### config.mk
export PLATFORM = sky130hd
export DESIGN_NAME = fetch_unit_flat
export DESIGN_NICKNAME = d
export VERILOG_FILES = /design/src/rtl/cpu_pkg.sv /design/src/rtl/fetch_unit_if.sv /design/src/rtl/sync_fifo.sv /design/src/rtl/fetch_unit.sv /design/src/flat_wrapper.sv
export SDC_FILE = /design/constraint.sdc
export NUM_CORES = 1
export LEC_CHECK = 0
export BUFFER_PORTS_ARGS = -buffer_cell sky130_fd_sc_hd__buf_2
export CAP_MARGIN = 20
export CORE_MARGIN = 5
export CORE_UTILIZATION = 40
export CTS_CLUSTER_DIAMETER = 60
export DETAILED_ROUTE_END_ITERATION = 10
export GPL_TIMING_DRIVEN = 0
export PLACE_DENSITY = 0.61
export RECOVER_POWER = 50
export SKIP_CTS_REPAIR_TIMING = 1
export SLEW_MARGIN = 20
export SYNTH_ARGS = -nofsm -noshare
export SYNTH_HDL_FRONTEND = slang
export SYNTH_HIERARCHICAL = 1
export SYNTH_SLANG_ARGS = --single-unit
### constraint.sdc
create_clock -name clk -period 6.75 [get_ports clk]
set_input_delay 1.0125 -clock clk [delete_from_list [all_inputs] [get_ports clk]]
set_output_delay 1.0125 -clock clk [all_outputs]
set_load 0.01 [all_outputs]
### src/rtl/cpu_pkg.sv
// Shared CPU encodings: fetch status codes, redirect one-hot
// select bits and default trap vectors.
package cpu_pkg;

  typedef enum logic [1:0] {
    ST_NORMAL = 2'b00,
    ST_RESET  = 2'b01,
    ST_IRQ    = 2'b10,
    ST_EXC    = 2'b11
  } status_e;

  localparam logic [2:0] REDIR_BRANCH = 3'b100;
  localparam logic [2:0] REDIR_JUMP   = 3'b010;
  localparam logic [2:0] REDIR_JR     = 3'b001;

  localparam logic [31:0] DEF_RESET_VEC = 32'h0000_0000;
  localparam logic [31:0] DEF_IRQ_VEC   = 32'h0000_0004;
  localparam logic [31:0] DEF_EXC_VEC   = 32'h0000_0008;

  function automatic logic is_onehot3(logic [2:0] v);
    return (v != 3'b000) && ((v & (v - 3'd1)) == 3'b000);
  endfunction

endpackage

### src/rtl/fetch_unit_if.sv
// Fetch-to-decode valid/ready bundle carrying the queue head.
// The fetch side is the master.
interface fetch_unit_if #(
  parameter int XLEN = 32
);
  logic            id_valid;
  logic            id_ready;
  logic [XLEN-1:0] id_pc_plus4;
  logic [XLEN-1:0] id_instr;

  modport master (
    output id_valid,
    output id_pc_plus4,
    output id_instr,
    input  id_ready
  );

  modport slave (
    input  id_valid,
    input  id_pc_plus4,
    input  id_instr,
    output id_ready
  );
endinterface

### src/rtl/sync_fifo.sv
// Circular FIFO with separate read/write pointers, an occupancy
// count and a synchronous flush. DEPTH must be a power of two.
module sync_fifo #(
  parameter int WIDTH = 64,
  parameter int DEPTH = 4
) (
  input  logic                   clk,
  input  logic                   rst_n,
  input  logic                   flush,
  input  logic                   push,
  input  logic                   pop,
  input  logic [WIDTH-1:0]       wdata,
  output logic [WIDTH-1:0]       rdata,
  output logic [$clog2(DEPTH):0] count,
  output logic                   full,
  output logic                   empty
);
  localparam int AW = $clog2(DEPTH);
  localparam int CW = AW + 1;

  logic [WIDTH-1:0] mem [DEPTH];
  logic [AW-1:0]    wr_ptr;
  logic [AW-1:0]    rd_ptr;
  logic             wr_en;
  logic             rd_en;

  assign full  = (count == CW'(DEPTH));
  assign empty = (count == '0);
  assign rd_en = pop && !empty;
  // A write into a full queue is only legal when a slot frees this cycle.
  assign wr_en = push && (!full || rd_en);
  assign rdata = mem[rd_ptr];

  always_ff @(posedge clk) begin
    if (wr_en && !flush) mem[wr_ptr] <= wdata;
  end

  always_ff @(posedge clk or negedge rst_n) begin
    if (!rst_n) begin
      wr_ptr <= '0;
      rd_ptr <= '0;
      count  <= '0;
    end else if (flush) begin
      wr_ptr <= '0;
      rd_ptr <= '0;
      count  <= '0;
    end else begin
      if (wr_en) wr_ptr <= wr_ptr + AW'(1);
      if (rd_en) rd_ptr <= rd_ptr + AW'(1);
      unique case ({wr_en, rd_en})
        2'b10:   count <= count + CW'(1);
        2'b01:   count <= count - CW'(1);
        default: count <= count;
      endcase
    end
  end

endmodule

### src/rtl/fetch_unit.sv
// Instruction fetch: PC sequencing, redirect/trap steering and a
// small fetch queue feeding decode over a valid/ready handshake.
module fetch_unit
  import cpu_pkg::*;
#(
  parameter int              XLEN      = 32,
  parameter int              QDEPTH    = 4,
  parameter logic [XLEN-1:0] RESET_VEC = XLEN'(DEF_RESET_VEC),
  parameter logic [XLEN-1:0] IRQ_VEC   = XLEN'(DEF_IRQ_VEC),
  parameter logic [XLEN-1:0] EXC_VEC   = XLEN'(DEF_EXC_VEC)
) (
  input  logic                    clk,
  input  logic                    rst_n,
  output logic [XLEN-1:0]         imem_addr,
  input  logic [XLEN-1:0]         imem_rdata,
  input  logic [2:0]              redirect,
  input  logic [XLEN-1:0]         branch_target,
  input  logic [XLEN-1:0]         jump_target,
  input  logic [XLEN-1:0]         jr_target,
  input  logic [1:0]              status,
  fetch_unit_if.master            id,
  output logic [$clog2(QDEPTH):0] q_count,
  output logic                    redirect_err
);
  logic [XLEN-1:0]   pc;
  logic [XLEN-1:0]   pc_nxt;
  logic [XLEN-1:0]   pc_plus4;
  logic [2*XLEN-1:0] head;
  logic              redir_any;
  logic              redir_bad;
  logic              trap;
  logic              flush;
  logic              push;
  logic              pop;
  logic              full;
  logic              empty;

  // Kernel bit is sticky; only the low field advances and wraps.
  assign pc_plus4  = {pc[XLEN-1], pc[XLEN-2:0] + (XLEN-1)'(4)};
  assign redir_any = (redirect != 3'b000);
  assign redir_bad = redir_any && !is_onehot3(redirect);
  assign trap      = !redir_any && (status != ST_NORMAL);
  assign flush     = redir_any || trap;
  assign pop       = id.id_valid && id.id_ready && !flush;
  assign push      = !flush && (!full || pop);

  always_comb begin
    pc_nxt = pc;
    unique case (1'b1)
      redirect == REDIR_BRANCH:       pc_nxt = branch_target;
      redirect == REDIR_JUMP:         pc_nxt = jump_target;
      redirect == REDIR_JR:           pc_nxt = jr_target;
      redir_bad:                      pc_nxt = '1;
      trap && (status == ST_RESET):   pc_nxt = RESET_VEC;
      trap && (status == ST_IRQ):     pc_nxt = IRQ_VEC;
      trap && (status == ST_EXC):     pc_nxt = EXC_VEC;
      push:                           pc_nxt = pc_plus4;
      default:                        pc_nxt = pc;
    endcase
  end

  always_ff @(posedge clk or negedge rst_n) begin
    if (!rst_n) begin
      pc           <= RESET_VEC;
      redirect_err <= 1'b0;
    end else begin
      pc <= pc_nxt;
      if (redir_bad) redirect_err <= 1'b1;
    end
  end

  sync_fifo #(
    .WIDTH (2 * XLEN),
    .DEPTH (QDEPTH)
  ) u_queue (
    .clk   (clk),
    .rst_n (rst_n),
    .flush (flush),
    .push  (push),
    .pop   (pop),
    .wdata ({pc_plus4, imem_rdata}),
    .rdata (head),
    .count (q_count),
    .full  (full),
    .empty (empty)
  );

  assign imem_addr      = pc;
  assign id.id_valid    = !empty;
  assign id.id_pc_plus4 = head[2*XLEN-1:XLEN];
  assign id.id_instr    = head[XLEN-1:0];

endmodule

### src/flat_wrapper.sv
// flat-port wrapper written by rule: the top's interface ports become plain ports
module fetch_unit_flat import cpu_pkg::*;
#(
  parameter int              XLEN      = 32,
  parameter int              QDEPTH    = 4,
  parameter logic [XLEN-1:0] RESET_VEC = XLEN'(DEF_RESET_VEC),
  parameter logic [XLEN-1:0] IRQ_VEC   = XLEN'(DEF_IRQ_VEC),
  parameter logic [XLEN-1:0] EXC_VEC   = XLEN'(DEF_EXC_VEC)
)
  (clk, rst_n, imem_addr, imem_rdata, redirect, branch_target, jump_target, jr_target, status, q_count, redirect_err, id_id_valid, id_id_pc_plus4, id_id_instr, id_id_ready);
  fetch_unit_if #(.XLEN(XLEN)) id_i ();
  input  logic clk;
  input  logic rst_n;
  output logic [XLEN-1:0] imem_addr;
  input  logic [XLEN-1:0] imem_rdata;
  input  logic [2:0] redirect;
  input  logic [XLEN-1:0] branch_target;
  input  logic [XLEN-1:0] jump_target;
  input  logic [XLEN-1:0] jr_target;
  input  logic [1:0] status;
  output logic [$clog2(QDEPTH):0] q_count;
  output logic redirect_err;
  output wire logic [$bits(id_i.id_valid)-1:0] id_id_valid;
  output wire logic [$bits(id_i.id_pc_plus4)-1:0] id_id_pc_plus4;
  output wire logic [$bits(id_i.id_instr)-1:0] id_id_instr;
  input wire logic [$bits(id_i.id_ready)-1:0] id_id_ready;
  assign id_id_valid = id_i.id_valid;
  assign id_id_pc_plus4 = id_i.id_pc_plus4;
  assign id_id_instr = id_i.id_instr;
  assign id_i.id_ready = id_id_ready;
  fetch_unit #(.XLEN(XLEN), .QDEPTH(QDEPTH), .RESET_VEC(RESET_VEC), .IRQ_VEC(IRQ_VEC), .EXC_VEC(EXC_VEC)) u_core (.clk(clk), .rst_n(rst_n), .imem_addr(imem_addr), .imem_rdata(imem_rdata), .redirect(redirect), .branch_target(branch_target), .jump_target(jump_target), .jr_target(jr_target), .status(status), .id(id_i), .q_count(q_count), .redirect_err(redirect_err));
endmodule
# After elaboration in Yosys (flattened, before gate mapping)
# Memory sizes are Yosys's and may differ from the RTL's.
# Cells that the tools add are included.
[totals]
reg_bits = 40
mem_bits_rw = 256
input_bits = 136
out_inout_bits = 101
word_cells = 63
n_memories = 1
[op_classes]
addsub = 6
eq_ne = 9
muxes = 9
bitwise_logic = 2
reduce_logical = 30
[mem_list]
columns = ["memory", "words", "word_bits", "rd", "rd_ports_with_merged_regs", "write_ports", "line_no", "rtl"]
rows = [
  ["u_core.u_queue.mem", 4, 64, 1, 0, 1, "sync_fifo.sv:21", "logic [WIDTH-1:0] mem [DEPTH];"],
]
[ops]
columns = ["operator", "count"]
rows = [
  ["$pmux W32 S8", 1],
  ["$add A31 B3 Y31 const B", 1],
  ["$logic_and A1 B1 Y1", 12],
  ["$mux W2", 4],
  ["$reduce_bool A8 Y1", 1],
  ["$reduce_bool A7 Y1", 1],
  ["$eq A2 B2 Y1 const B", 3],
  ["$eq A3 B3 Y1 const B", 2],
  ["$logic_not A3 Y1", 2],
  ["$pmux W3 S2", 1],
  ["$reduce_bool A2 Y1", 3],
  ["$reduce_bool A3 Y1", 2],
  ["$sub A3 B1 Y3 const B", 2],
  ["$logic_not A1 Y1", 5],
  ["$add A2 B1 Y2 const B", 2],
  ["$eq A2 B1 Y1 const B", 2],
  ["$add A3 B1 Y3 const B", 1],
  ["$and A3 B3 Y3", 1],
  ["$eq A3 B1 Y1 const B", 1],
  ["$eq A3 B2 Y1 const B", 1],
  ["$logic_or A1 B1 Y1", 3],
  ["$mux W3", 1],
  ["$mux W1", 2],
  ["$reduce_and A2 Y1", 1],
  ["$not A1 Y1", 1],
]

# Logic depth before layout (Yosys ltp)
[logic_depth]
depth_word = 12
mapped_depth = 13
mapped_depth_nobuf = 10

# Hierarchy
# The synthesis kept the hierarchy.
[by_module_without_submodules]
columns = ["mod", "instances", "cells_each", "area_each_um2"]
rows = [
  ["sync_fifo", 1, 398, 9821.9],
  ["fetch_unit", 1, 325, 2685.1],
]

# Worst setup path after synthesis
# OpenSTA, ideal clock, no wires.
[synth_path]
path_type = "input-to-reg"
from = "input port redirect[0]"
to = "memory u_core.u_queue.mem[0][0], enable pin"
t_arrival_ns = 4.216
required_ns = 6.321
setup_slack_ns = 2.105
path_stages = 9
path_buffers = 3
cell_sequence = "buf_4 > or4_4 > a211o_4 > inv_2 > buf_4 > buf_6 > inv_1 > nor3_1 > and2_1"
[synth_via]
elab_chain_cells = 12
[synth_rtl]
columns = ["element", "line_no", "rtl"]
rows = [
  ["start, declared", "flat_wrapper.sv:16", "input logic [2:0] redirect;"],
  ["$reduce_bool A3 Y1 (*)", "fetch_unit.sv:40", "assign redir_any = (redirect != 3'b000);"],
  ["$logic_not A1 Y1", "fetch_unit.sv:42", "assign trap = !redir_any && (status != ST_NORMAL);"],
  ["$logic_and A1 B1 Y1", "fetch_unit.sv:42", ""],
  ["$logic_or A1 B1 Y1 (*)", "fetch_unit.sv:43", "assign flush = redir_any || trap;"],
  ["$logic_not A1 Y1 (*)", "fetch_unit.sv:44, fetch_unit.sv:45", ""],
  ["$logic_and A1 B1 Y1", "fetch_unit.sv:44", "assign pop = id.id_valid && id.id_ready && !flush;"],
  ["$logic_or A1 B1 Y1", "fetch_unit.sv:45", "assign push = !flush && (!full || pop);"],
  ["$logic_and A1 B1 Y1 (*)", "fetch_unit.sv:45", ""],
  ["via u_core.push", "fetch_unit.sv:33", "logic push;"],
  ["$logic_and A1 B1 Y1 (*)", "sync_fifo.sv:31", "assign wr_en = push && (!full || rd_en);"],
  ["$logic_and A1 B1 Y1 (*)", "sync_fifo.sv:35", "if (wr_en && !flush) mem[wr_ptr] <= wdata;"],
  ["$mux W1 (*)", "sync_fifo.sv:35", ""],
  ["$mux W1 (not written as such) (*)", "sync_fifo.sv:35", ""],
  ["end, declared", "sync_fifo.sv:21", ""],
]
# The timed path passes the listed nets; every way through them passes the cells marked *.

# Worst setup path after layout
[layout_path]
from = "register u_core.u_queue.count[1]"
to = "memory u_core.u_queue.mem[1][44], enable pin"
[layout_via]
elab_chain_cells = 10
[layout_rtl]
columns = ["element", "line_no", "rtl"]
rows = [
  ["start, declared", "sync_fifo.sv:14", "output logic [$clog2(DEPTH):0] count,"],
  ["start signal, assigned", "sync_fifo.sv:51", "2'b10: count <= count + CW'(1);"],
  ["start signal, assigned", "sync_fifo.sv:52", "2'b01: count <= count - CW'(1);"],
  ["start signal, assigned", "sync_fifo.sv:53", "default: count <= count;"],
  ["$logic_not A3 Y1", "sync_fifo.sv:28", "assign empty = (count == '0);"],
  ["via u_core.empty", "fetch_unit.sv:36", "logic empty;"],
  ["$logic_not A1 Y1", "fetch_unit.sv:89", "assign id.id_valid = !empty;"],
  ["$logic_and A1 B1 Y1 (2 in series)", "fetch_unit.sv:44", ""],
  ["$logic_or A1 B1 Y1", "fetch_unit.sv:45", ""],
  ["$logic_and A1 B1 Y1", "fetch_unit.sv:45", ""],
  ["via u_core.push", "fetch_unit.sv:33", ""],
  ["$logic_and A1 B1 Y1", "sync_fifo.sv:31", ""],
  ["$logic_and A1 B1 Y1", "sync_fifo.sv:35", ""],
  ["$mux W1", "sync_fifo.sv:35", ""],
  ["$mux W1 (not written as such)", "sync_fifo.sv:35", ""],
]
# The timed path passes the listed nets, and every way through them passes these cells.

==> flow_summary_export.csv <==
group,metric,value,unit
clocking,insertion_delay,540,ps
clocking,clk_pin_slew,60,ps
sta,finalCritPeriodShare,60.88,%
sta,setup_viol,0,
die,core_area,30750,um2
clocking,cts-root-buf,"clkbuf_16",
logic_synthesis,avgSynthCellArea,17.30,um2
die,rows,64,
die,die_h,186.8,um
clocking,clockBufferDepth,3,
logic_synthesis,synth_top_cell_area_share,61.46,%
layout,drive_above_1_share,31.83,%
critical_path,critPathMostFrequentCell,"nor3_1",
global_route,grt_pass1_wl,49.77,mm
logic_synthesis,synth_warnings,6,
routing,top_layer_used,"met5",
clocking,cts_tree,"built",
routing,vias_per_cell,5.450,
routing,vias,7707,
sta,hold_viol_final,0,
layout,n_antenna_cell,0,
sta,finalCriticalPeriod,4109,ps
clocking,clock_sinks,296,
critical_path,crit_type,"reg2reg",
logic_synthesis,postSynthCellCount,723,
routing,wl_per_cell,23.08,um
critical_path,end_kind,"register",
logic_synthesis,netlist_area,12510,um2
routing,drc_errors,0,
outcome,violations,"capacitance limit, slew limit",
sta,worstMarginPinSlew,2495,ps
routing,drt-total-wl,32.64,mm
logic_synthesis,synth_edf_count,256,
sta,clock.fmax,243.4,MHz
logic_synthesis,syn-num-nets,865,
critical_path,worst-endpoint-arrival,4330,ps
global_route,grt_use_total,18.35,%
sta,hold_slack,478.7,ps
logic_synthesis,synthDistinctLibCells,65,
place,hpwl,23.33,mm
logic_synthesis,synthFlopType,"edfxtp_1",
clocking,htreeDepth,1,
routing,met2_length,15.76,mm
sta,rsz0062_at_grt,"no",
critical_path,worstPathRequired,6980,ps
clocking,cts_buffers,31,
global_route,first_global_vias,8042,
routing,wl_met3,2.334,mm
outcome,status,"complete, but fails checks",
routing,drt-pass1-iter-count,5,
layout,mostFrequentLayoutCells,"256 x edfxtp_1, 181 x buf_2, 95 x clkbuf_1",
place,numPortBuffers,234,
die,die_area,34900,um2
layout,layout.nets,1136,
global_route,antenna_found_initial,1,
logic_synthesis,synth_top_cell_by_area,"edfxtp_1",
logic_synthesis,ys_top_cells_by_area,"edfxtp_1 61%, mux4_2 12%, dfrtp_1 8.0%, xnor2_1 1.4%, a221oi_1 1.2%",
place,gp_congestion,0.8744,
routing,first_iter_violations,563,
power_and_ir_drop,power.leakage,5.129,nW
die,chipWidth,186.8,um
power_and_ir_drop,vdd.ir_drop.worst,237.4,uV
layout,fill_cells,2679,
layout,final_common_cell,"edfxtp_1",
sta,slew_viol_final,41,
sta,skew,12.36,ps
routing,drt-met1-wl,13.67,mm
power_and_ir_drop,p_per_area,253.3,nW/um2
global_route,grt_max_degree,46,
critical_path,path_cells,"clkbuf_1 -> nor3_1 -> nand2b_1 -> a211o_4 -> inv_2 -> buf_4 -> buf_6 -> inv_1 -> nor3_1 -> and2_4 -> buf_12",
sta,slew_headroom,-66.32,%
critical_path,cp_max_fo,40,
min_path,hold_path_class,"reg2reg",
run,drv_cap,1,
layout,area_growth,20.75,%
die,io_pins,237,
critical_path,timing.critical_path.from_type,"register",
global_route,overflow,0,
logic_synthesis,async_flop_share,13.51,%
logic_synthesis,seq_area_frac_synth,69.47,%
critical_path,critPathSlowestCell,"and2_4",
critical_path,critPathMaxStageDelay,640,ps
layout,final_util,49.11,%
sta,fin_tns_setup,0,ps
die,start_util,40.67,%
logic_synthesis,synth-seq-cells,296,
routing,ant_nets,0,
## final timing paths
path / to / slack (ps) / cells past startpoint / from
setup / recovery: u_core/u_queue/mem[1][44] / 2640 / 11 / u_core/u_queue/count[1]
setup reg to reg: u_core/u_queue/mem[1][44] / 2640 / 11 / u_core/u_queue/count[1]
min in group asynchronous: u_core/u_queue/count[1] / 1240 / 1 / rst_n
hold reg to reg: u_core/redirect_err / 480 / 1 / u_core/redirect_err
hold / removal: u_core/redirect_err / 480 / 1 / u_core/redirect_err
max in group asynchronous: u_core/imem_addr[12] / 4080 / 1 / rst_n
## logic make-up (layout without fill, tap and decap cells)
| kind of cell | Yosys count | in the layout | share of synthesized area [%] |
|---|---|---|---|
| DFF | 296 | 296 | 69.47 |
| and+or+nand+nor | 135 | 135 | 5.822 |
| AOI/OAI and AO/OA | 122 | 122 | 7.033 |
| muxes | 66 | 66 | 11.69 |
| buffers and inverters | 61 | 356 | 2.731 |
| xor gates and xnor gates | 37 | 37 | 2.591 |
| adders and majority gates | 6 | 6 | 0.6603 |
## synth_stat cells, drive strengths merged, types with 2 or more instances
cell	n
a211oi	4
a21oi	15
a221o	8
a221oi	17
a22oi	2
a31oi	6
and2	10
and3	2
buf	37
clkbuf	10
dfrtp	40
edfxtp	256
ha	5
inv	14
mux4	64
nand2	26
nand2b	3
nand3	26
nand4	7
nor2	31
nor2b	3
nor3	10
nor3b	2
nor4	4
o211ai	3
o21a	4
o21ai	18
o21bai	2
o221ai	2
o22ai	21
o2bb2ai	8
o31ai	3
o32ai	4
or4	3
xnor2	20
xor2	17
## through the flow
| stage | power (mW) | cell area, um2 | setup slack (ps) | instances |
|---|---|---|---|---|
| 2_1_floorplan | 2.187 | 12510 | 2105 | 723 |
| 6_report | 3.825 | 15100 | 2641 | 1414 |
| 3_3_place_gp | 2.310 | 14170 | 305.0 | 1353 |
| 3_5_place_dp | 2.315 | 14280 | 2267 | 1357 |
| 5_1_grt | 3.969 | 15100 | 2351 | 1414 |
| 4_1_cts | 3.876 | 15200 | 2834 | 1414 |
## where the power goes
group,internal [mW],switching (mW)
clock network,0.895,0.661
registers,2.02,0.0305
logic,0.0790,0.138
## registers in the layout, indices dropped and copies added (netlist names)
name / count
u_core/imem_addr: 32
u_core/redirect_err: 1
u_core/u_queue/count: 3
u_core/u_queue/mem: 256
u_core/u_queue/rd_ptr: 2
u_core/u_queue/wr_ptr: 2
## area by class of cell
type | instances | area, um2 | area share, %
clock inverters | 13 | 91.34 | 0.6048
inverters | 14 | 52.55 | 0.3480
multi-input cells | 366 | 3481 | 23.05
clock buffers | 44 | 834.6 | 5.526
repair buffers | 238 | 1184 | 7.838
plain buffers | 47 | 275.3 | 1.823
well taps | 396 | 495.5 | 3.281
flip-flops and latches | 296 | 8688 | 57.53
## critical path: cells and delay by family, from the launching register on
kind	cells	cell delay, ps
and+or+nand+nor	4	1520
buffers and inverters	6	1400
AOI/OAI and AO/OA	1	440
DFF	1	390
## per-layer routing
metal  global-route usage (%)  vias up
li1                         -     3481
met1                    24.46     3839
met2                    30.33      333
met3                    4.423       52
met4                    5.233        2
met5                        0        -
Note: power is estimated with default switching activity, not from simulation.
